--- config.mk ---
export PLATFORM = sky130hd
export DESIGN_NAME = wb_protocol_monitor
export DESIGN_NICKNAME = d
export VERILOG_FILES = /design/src/rtl/wb_protocol_monitor.sv
export SDC_FILE = /design/constraint.sdc
export NUM_CORES = 1
export LEC_CHECK = 0
export BUFFER_PORTS_ARGS = -buffer_cell sky130_fd_sc_hd__buf_2
export CORE_ASPECT_RATIO = 0.6
export CORE_MARGIN = 5
export CORE_UTILIZATION = 46
export CTS_CLUSTER_DIAMETER = 40
export DETAILED_ROUTE_END_ITERATION = 6
export HOLD_SLACK_MARGIN = 0.12
export PLACE_DENSITY = 0.77
export SETUP_SLACK_MARGIN = 0.2
export SLEW_MARGIN = 20
export SYNTH_ARGS = -nofsm -noshare
export SYNTH_HDL_FRONTEND = slang
export SYNTH_SLANG_ARGS = --single-unit
--- constraint.sdc ---
create_clock -name clk_i -period 3.8 [get_ports clk_i]
set_input_delay 0.38 -clock clk_i [delete_from_list [all_inputs] [get_ports clk_i]]
set_output_delay 0.38 -clock clk_i [all_outputs]
set_load 0.02 [all_outputs]
--- src/rtl/wb_protocol_monitor.sv ---
// Passive Wishbone classic-cycle monitor: tracks each transfer, flags handshake violations,
// counts completed transfers and records worst-case ack latency. WB_MON_ASSERT_EN adds SVA checks/covers.
module wb_protocol_monitor #(
    parameter int AW      = 24,
    parameter int TIMEOUT = 16,
    parameter int CNT_W   = 16,
    parameter int LAT_W   = $clog2(TIMEOUT + 1)
) (
    input  logic             clk_i,
    input  logic             rst_i,
    input  logic             cyc_i,
    input  logic             stb_i,
    input  logic             we_i,
    input  logic [AW-1:0]    adr_i,
    input  logic             ack_i,
    input  logic             clr_i,
    output logic [3:0]       err_o,
    output logic             irq_o,
    output logic [CNT_W-1:0] rd_cnt_o,
    output logic [CNT_W-1:0] wr_cnt_o,
    output logic [LAT_W-1:0] max_lat_o,
    output logic             busy_o
);

    typedef enum logic [1:0] {
        ST_IDLE = 2'd0,
        ST_WAIT = 2'd1,
        ST_TOUT = 2'd2
    } state_t;

    localparam logic [LAT_W-1:0] LAT_LAST = LAT_W'(TIMEOUT - 1);
    localparam logic [LAT_W-1:0] LAT_ONE  = LAT_W'(1);

    state_t             state_q, state_d;
    logic [AW-1:0]      adr_q, adr_d;
    logic               we_q, we_d;
    logic [LAT_W-1:0]   lat_q, lat_d;
    logic [3:0]         err_q, err_d;
    logic               irq_q, irq_d;
    logic [CNT_W-1:0]   rd_cnt_q, rd_cnt_d;
    logic [CNT_W-1:0]   wr_cnt_q, wr_cnt_d;
    logic [LAT_W-1:0]   max_lat_q, max_lat_d;

    logic               req;
    logic [3:0]         err_set;
    logic               rd_done;
    logic               wr_done;
    logic               lat_upd;
    logic [LAT_W-1:0]   lat_val;
    logic [LAT_W-1:0]   max_base;

    assign req = cyc_i & stb_i;

    function automatic logic [CNT_W-1:0] cnt_next(input logic [CNT_W-1:0] cnt,
                                                  input logic inc, input logic clr);
        logic [CNT_W-1:0] r;
        if (inc) begin
            if (clr)       r = CNT_W'(1);
            else if (&cnt) r = cnt;
            else           r = cnt + CNT_W'(1);
        end else begin
            r = clr ? '0 : cnt;
        end
        return r;
    endfunction

    always_ff @(posedge clk_i or posedge rst_i) begin
        if (rst_i) begin
            state_q <= ST_IDLE;
            adr_q   <= '0;
            we_q    <= 1'b0;
            lat_q   <= '0;
        end else begin
            state_q <= state_d;
            adr_q   <= adr_d;
            we_q    <= we_d;
            lat_q   <= lat_d;
        end
    end

    always_comb begin
        state_d = state_q;
        adr_d   = adr_q;
        we_d    = we_q;
        lat_d   = lat_q;
        err_set = '0;
        rd_done = 1'b0;
        wr_done = 1'b0;
        lat_upd = 1'b0;
        lat_val = '0;
        case (state_q)
            ST_IDLE: begin
                if (req && ack_i) begin
                    rd_done = ~we_i;
                    wr_done = we_i;
                    lat_upd = 1'b1;
                end else if (req) begin
                    adr_d   = adr_i;
                    we_d    = we_i;
                    lat_d   = LAT_ONE;
                    state_d = ST_WAIT;
                end else if (ack_i) begin
                    err_set[0] = 1'b1;
                end
            end
            ST_WAIT: begin
                if (req && ack_i) begin
                    rd_done = ~we_q;
                    wr_done = we_q;
                    lat_upd = 1'b1;
                    lat_val = lat_q;
                    lat_d   = '0;
                    state_d = ST_IDLE;
                end else if (!req) begin
                    // an ack arriving after the request vanished is treated as stray
                    if (ack_i) err_set[0] = 1'b1;
                    else       err_set[1] = 1'b1;
                    lat_d   = '0;
                    state_d = ST_IDLE;
                end else begin
                    if ((adr_i != adr_q) || (we_i != we_q)) err_set[3] = 1'b1;
                    lat_d = lat_q + LAT_ONE;
                    if (lat_q == LAT_LAST) begin
                        err_set[2] = 1'b1;
                        state_d    = ST_TOUT;
                    end
                end
            end
            ST_TOUT: begin
                if (ack_i || !req) begin
                    lat_d   = '0;
                    state_d = ST_IDLE;
                end
            end
            default: begin
                state_d = ST_IDLE;
                lat_d   = '0;
            end
        endcase
    end

    // clr_i clears the held value first, so an event in the same cycle still lands
    always_comb begin
        err_d     = (clr_i ? 4'b0000 : err_q) | err_set;
        irq_d     = |err_q;
        rd_cnt_d  = cnt_next(rd_cnt_q, rd_done, clr_i);
        wr_cnt_d  = cnt_next(wr_cnt_q, wr_done, clr_i);
        max_base  = clr_i ? '0 : max_lat_q;
        max_lat_d = (lat_upd && (lat_val > max_base)) ? lat_val : max_base;
    end

    always_ff @(posedge clk_i or posedge rst_i) begin
        if (rst_i) begin
            err_q     <= '0;
            irq_q     <= 1'b0;
            rd_cnt_q  <= '0;
            wr_cnt_q  <= '0;
            max_lat_q <= '0;
        end else begin
            err_q     <= err_d;
            irq_q     <= irq_d;
            rd_cnt_q  <= rd_cnt_d;
            wr_cnt_q  <= wr_cnt_d;
            max_lat_q <= max_lat_d;
        end
    end

    assign err_o     = err_q;
    assign irq_o     = irq_q;
    assign rd_cnt_o  = rd_cnt_q;
    assign wr_cnt_o  = wr_cnt_q;
    assign max_lat_o = max_lat_q;
    assign busy_o    = (state_q == ST_WAIT) || (state_q == ST_TOUT);

`ifdef WB_MON_ASSERT_EN
    a_stray_ack: assert property (@(posedge clk_i) disable iff (rst_i) !err_set[0])
        else $error("[WB_MON] stray ack without request");
    a_stb_drop: assert property (@(posedge clk_i) disable iff (rst_i) !err_set[1])
        else $error("[WB_MON] request dropped before ack");
    a_timeout: assert property (@(posedge clk_i) disable iff (rst_i) !err_set[2])
        else $error("[WB_MON] ack timeout");
    a_req_chg: assert property (@(posedge clk_i) disable iff (rst_i) !err_set[3])
        else $error("[WB_MON] address/we changed while request pending");

    c_rd_done: cover property (@(posedge clk_i) disable iff (rst_i) rd_done)
        $info("[WB_MON] read completed");
    c_wr_done: cover property (@(posedge clk_i) disable iff (rst_i) wr_done)
        $info("[WB_MON] write completed");
    c_tout: cover property (@(posedge clk_i) disable iff (rst_i)
        (state_q == ST_WAIT) && (state_d == ST_TOUT))
        $info("[WB_MON] entered TOUT");
`endif

endmodule

==> impl_results.md <==
- Status: finished clean
- Detail Placement HPWL: 6440 µm
- R2R cell count: 12
- Count of different cell masters after synthesis: 43
- Period Utilization, post-route: 70.3%
- WL final: 8770 µm
- Overall power: 2.37 mW
- Commonest cells after routing, fill and taps aside: 74 x dfrtp_1, 73 x buf_2, 46 x xnor2_1, 33 x nand2_1, 31 x nor2_1
- Crit path arrival time: 2.92 ns
- Area of the die: 10600 µm²
- Min Tclk post-route: 2.67 ns
- Async set or reset register ratio after synthesis: 100%
- Pint: 1.71 mW
- Largest net degree at the start of global routing: 39
- # setup viols final: 0
- Seq pwr share: 45.1%
- Slowest stage delay, CP: 0.39 ns
- Gate Count Post-Synth: 372
- Number of fill cells in the layout: 725
- Number of buffers created by CTS: 9
- Adder-Cell Fraction of Synth Area: 3.81%
- CP cell instances: inv_1, ha_1, nand2_1, nor2_1, nand2_1, inv_1, ha_1, nor2b_1, o211ai_1, nand3_1, o2111ai_1, mux2i_1
- First-pass GRT wire length: 14800 µm
- Util after Layout: 55.3%
- Post-CTS Setup Bufs: 0
- Syn Area/Cell: 10.6 µm²
- Critical path class: reg2reg
- PortBufs: 73
- Die Y-Extent: 81.7 µm
- WHS: 0.190 ns
- Layout area overhead: 18.4%
- RePlAce Congestion: 0.822
- Final ANT Viol Nets: 0
- Clock root buffer: clkbuf_16
- CP max FO: 10
- Lkg Pwr: 2.18 nW
- Sw power: 662 µW
- Max_slew headroom: 31.7%
- Nets: 490
- #FFs+latches synth: 74
- Initial antenna violation count: 0
- Post-synth top flop: dfrtp_1
- Logic pwr share: 23.1%
- Power density of the placed cells: 509 nW/µm²
- Yosys synthesis warning count: 0
- Post-Synth XOR/XNOR Area: 11.1%
- Core region area: 8430 µm²
- Seq/Total Area, Yosys: 47.0%
- Max-cap viol count: 0
- CP max-delay cell: dfrtp_1
- Crit path launch type: flop
- Top-Level Pins: 74
- Clk pwr share: 31.9%
- VDD IR max: 298 µV
- Clock-pin transition on the worst setup and hold timing paths: 0.05 ns
- Wire per inst: 15.6 µm
- Clock Latency Late Sink: 0.33 ns
- Clk buf depth: 2
- Post-synth EDFFs: 0
- Vias in the first global route: 3019
- Cell area after synthesis: 3940 µm²
- Share of cells above drive strength 1: 26.9%
- Setup crit end kind: flop
- Mux contribution to synthesized area: 10.1%
- Switch share: 27.9%
- Final number of hold-violating endpoints: 0
- Req. time, crit path: 4.05 ns
- Main combinational cell family by area after synthesis: simple AND/OR/NAND/NOR gates
- 1st-pass router iterations: 5
- Via/cell ratio: 5.38
- Syn nets: 415
- Max Clock Freq: 374 MHz
- Multi-input gate area: 1990 µm²
- H-tree levels: 3
- Unrepaired setup endpoints after global routing: no
- # rows: 26
- Synth Area in Compound Gates: 4.90%
- Most common cell after layout, fill and taps aside: dfrtp_1
- Via count: 3017
- Total Neg Setup Slack: 0 ns
- Worst clock skew: 0.00722 ns
- Fin. max-slew vios: 0
- CTS tree: yes
- Slew @ Worst Pin: 1.02 ns
- Horiz. Die Dim: 129 µm
- Type of the worst min-delay path: in2async
- # resized after CTS: 0
- Grt ovf: 0
- FF+latch area: 1850 µm²
- All-Layer GR Usage: 18.1%
- Simple-Gate Fraction of Synth Area: 20.6%
- DRT iter0 DRCs: 182
- Inserted Diodes: 0
- CTS sink count: 74
- DRC Markers: 0
- Cts hold-fix bufs: 0
- Initial Util: 46.7%
## cell type report
type | count | share of cell area [%]
flip-flops and latches | 74 | 39.7
inverters | 12 | 0.967
well taps | 112 | 3.01
clock buffers | 13 | 5.59
multi-input cells | 276 | 42.7
repair buffers | 74 | 8.00
## synthesized netlist by cell type (2+ instances only)
master,instances,share of area (%)
clkbuf_1,5,0.48
ha_1,12,3.8
buf_2,4,0.51
nor4b_2,2,0.76
nand2_1,33,3.1
and4_1,3,0.67
or4_1,2,0.38
a22o_1,2,0.45
o211ai_1,2,0.38
nor2_1,31,3.0
and3_1,6,0.95
and2_1,2,0.32
mux2i_1,8,2.0
inv_1,12,1.1
nor4_1,3,0.48
xnor2_1,46,10
mux2_2,27,7.7
dfrtp_1,74,47
o21ai_0,10,1.3
nor3b_1,5,0.95
or3_1,3,0.48
a21oi_1,7,0.89
nor4_4,2,1.1
o31ai_1,2,0.38
nand4_1,14,2.2
xor2_1,4,0.89
nand3_1,16,2.0
nor3_1,20,2.5
## registers in the layout, summed over array words and instances, names as in the netlist, 2 cells and up
name	cells
adr_q	24
rd_cnt_o	16
wr_cnt_o	16
lat_q	5
max_lat_o	5
err_o	4
state_q	2
## cells by family (layout without fill, tap and decap cells)
family / after synthesis / count (layout)
compound gates: 30 / 30
mux: 36 / 36
simple gates: 148 / 148
xor+xnor: 50 / 50
buf+inv: 22 / 99
flops: 74 / 74
fa+ha+maj: 12 / 12
## power by group through the flow
| stage | registers, mW | clock network [mW] | logic, mW |
|---|---|---|---|
| floorplan | 1.08 | 0 | 0.414 |
| global placement | 1.07 | 0 | 0.532 |
| detailed placement | 1.08 | 0 | 0.551 |
| CTS | 1.07 | 0.781 | 0.555 |
| global route | 1.09 | 0.816 | 0.607 |
| finish | 1.07 | 0.757 | 0.548 |
## through the flow
step / instances / worst slack (ns) / area (µm²)
after floorplan: 372 / 1.53 / 3940
after global placement: 548 / 1.22 / 4400
after detailed placement: 548 / 1.06 / 4400
after CTS: 561 / 1.12 / 4660
after global routing: 561 / 0.885 / 4660
final: 561 / 1.13 / 4660
## final timing paths
path	from	endpoint	slack, ns
setup / recovery	state_q[1]	max_lat_o[1]	1.13
hold / removal	rst_i	adr_q[9]	0.19
setup reg to reg	state_q[1]	max_lat_o[1]	1.13
hold reg to reg	err_o[0]	irq_o	0.51
max in group asynchronous	rst_i	wr_cnt_o[10]	2.63
min in group clk_i	adr_i[22]	adr_q[22]	0.30
## routing by layer
metal / track usage, % / share of wire [%]
met1: 23.5 / 47
met2: 27.9 / 45
met3: 5.52 / 7.3
met4: 8.51 / 0.75
met5: 0 / 0
## critical path, delay by kind of cell (launching register included)
| kind | cells | cell delay [ns] |
|---|---|---|
| flip-flops | 1 | 0.39 |
| buffers and inverters | 2 | 0.16 |
| multiplexers | 1 | 0.26 |
| adder cells (fa/ha/maj) | 2 | 0.61 |
| AND/OR/NAND/NOR | 5 | 0.70 |
| AO/OA/AOI/OAI | 2 | 0.46 |
(Power assumes the default switching activity.)
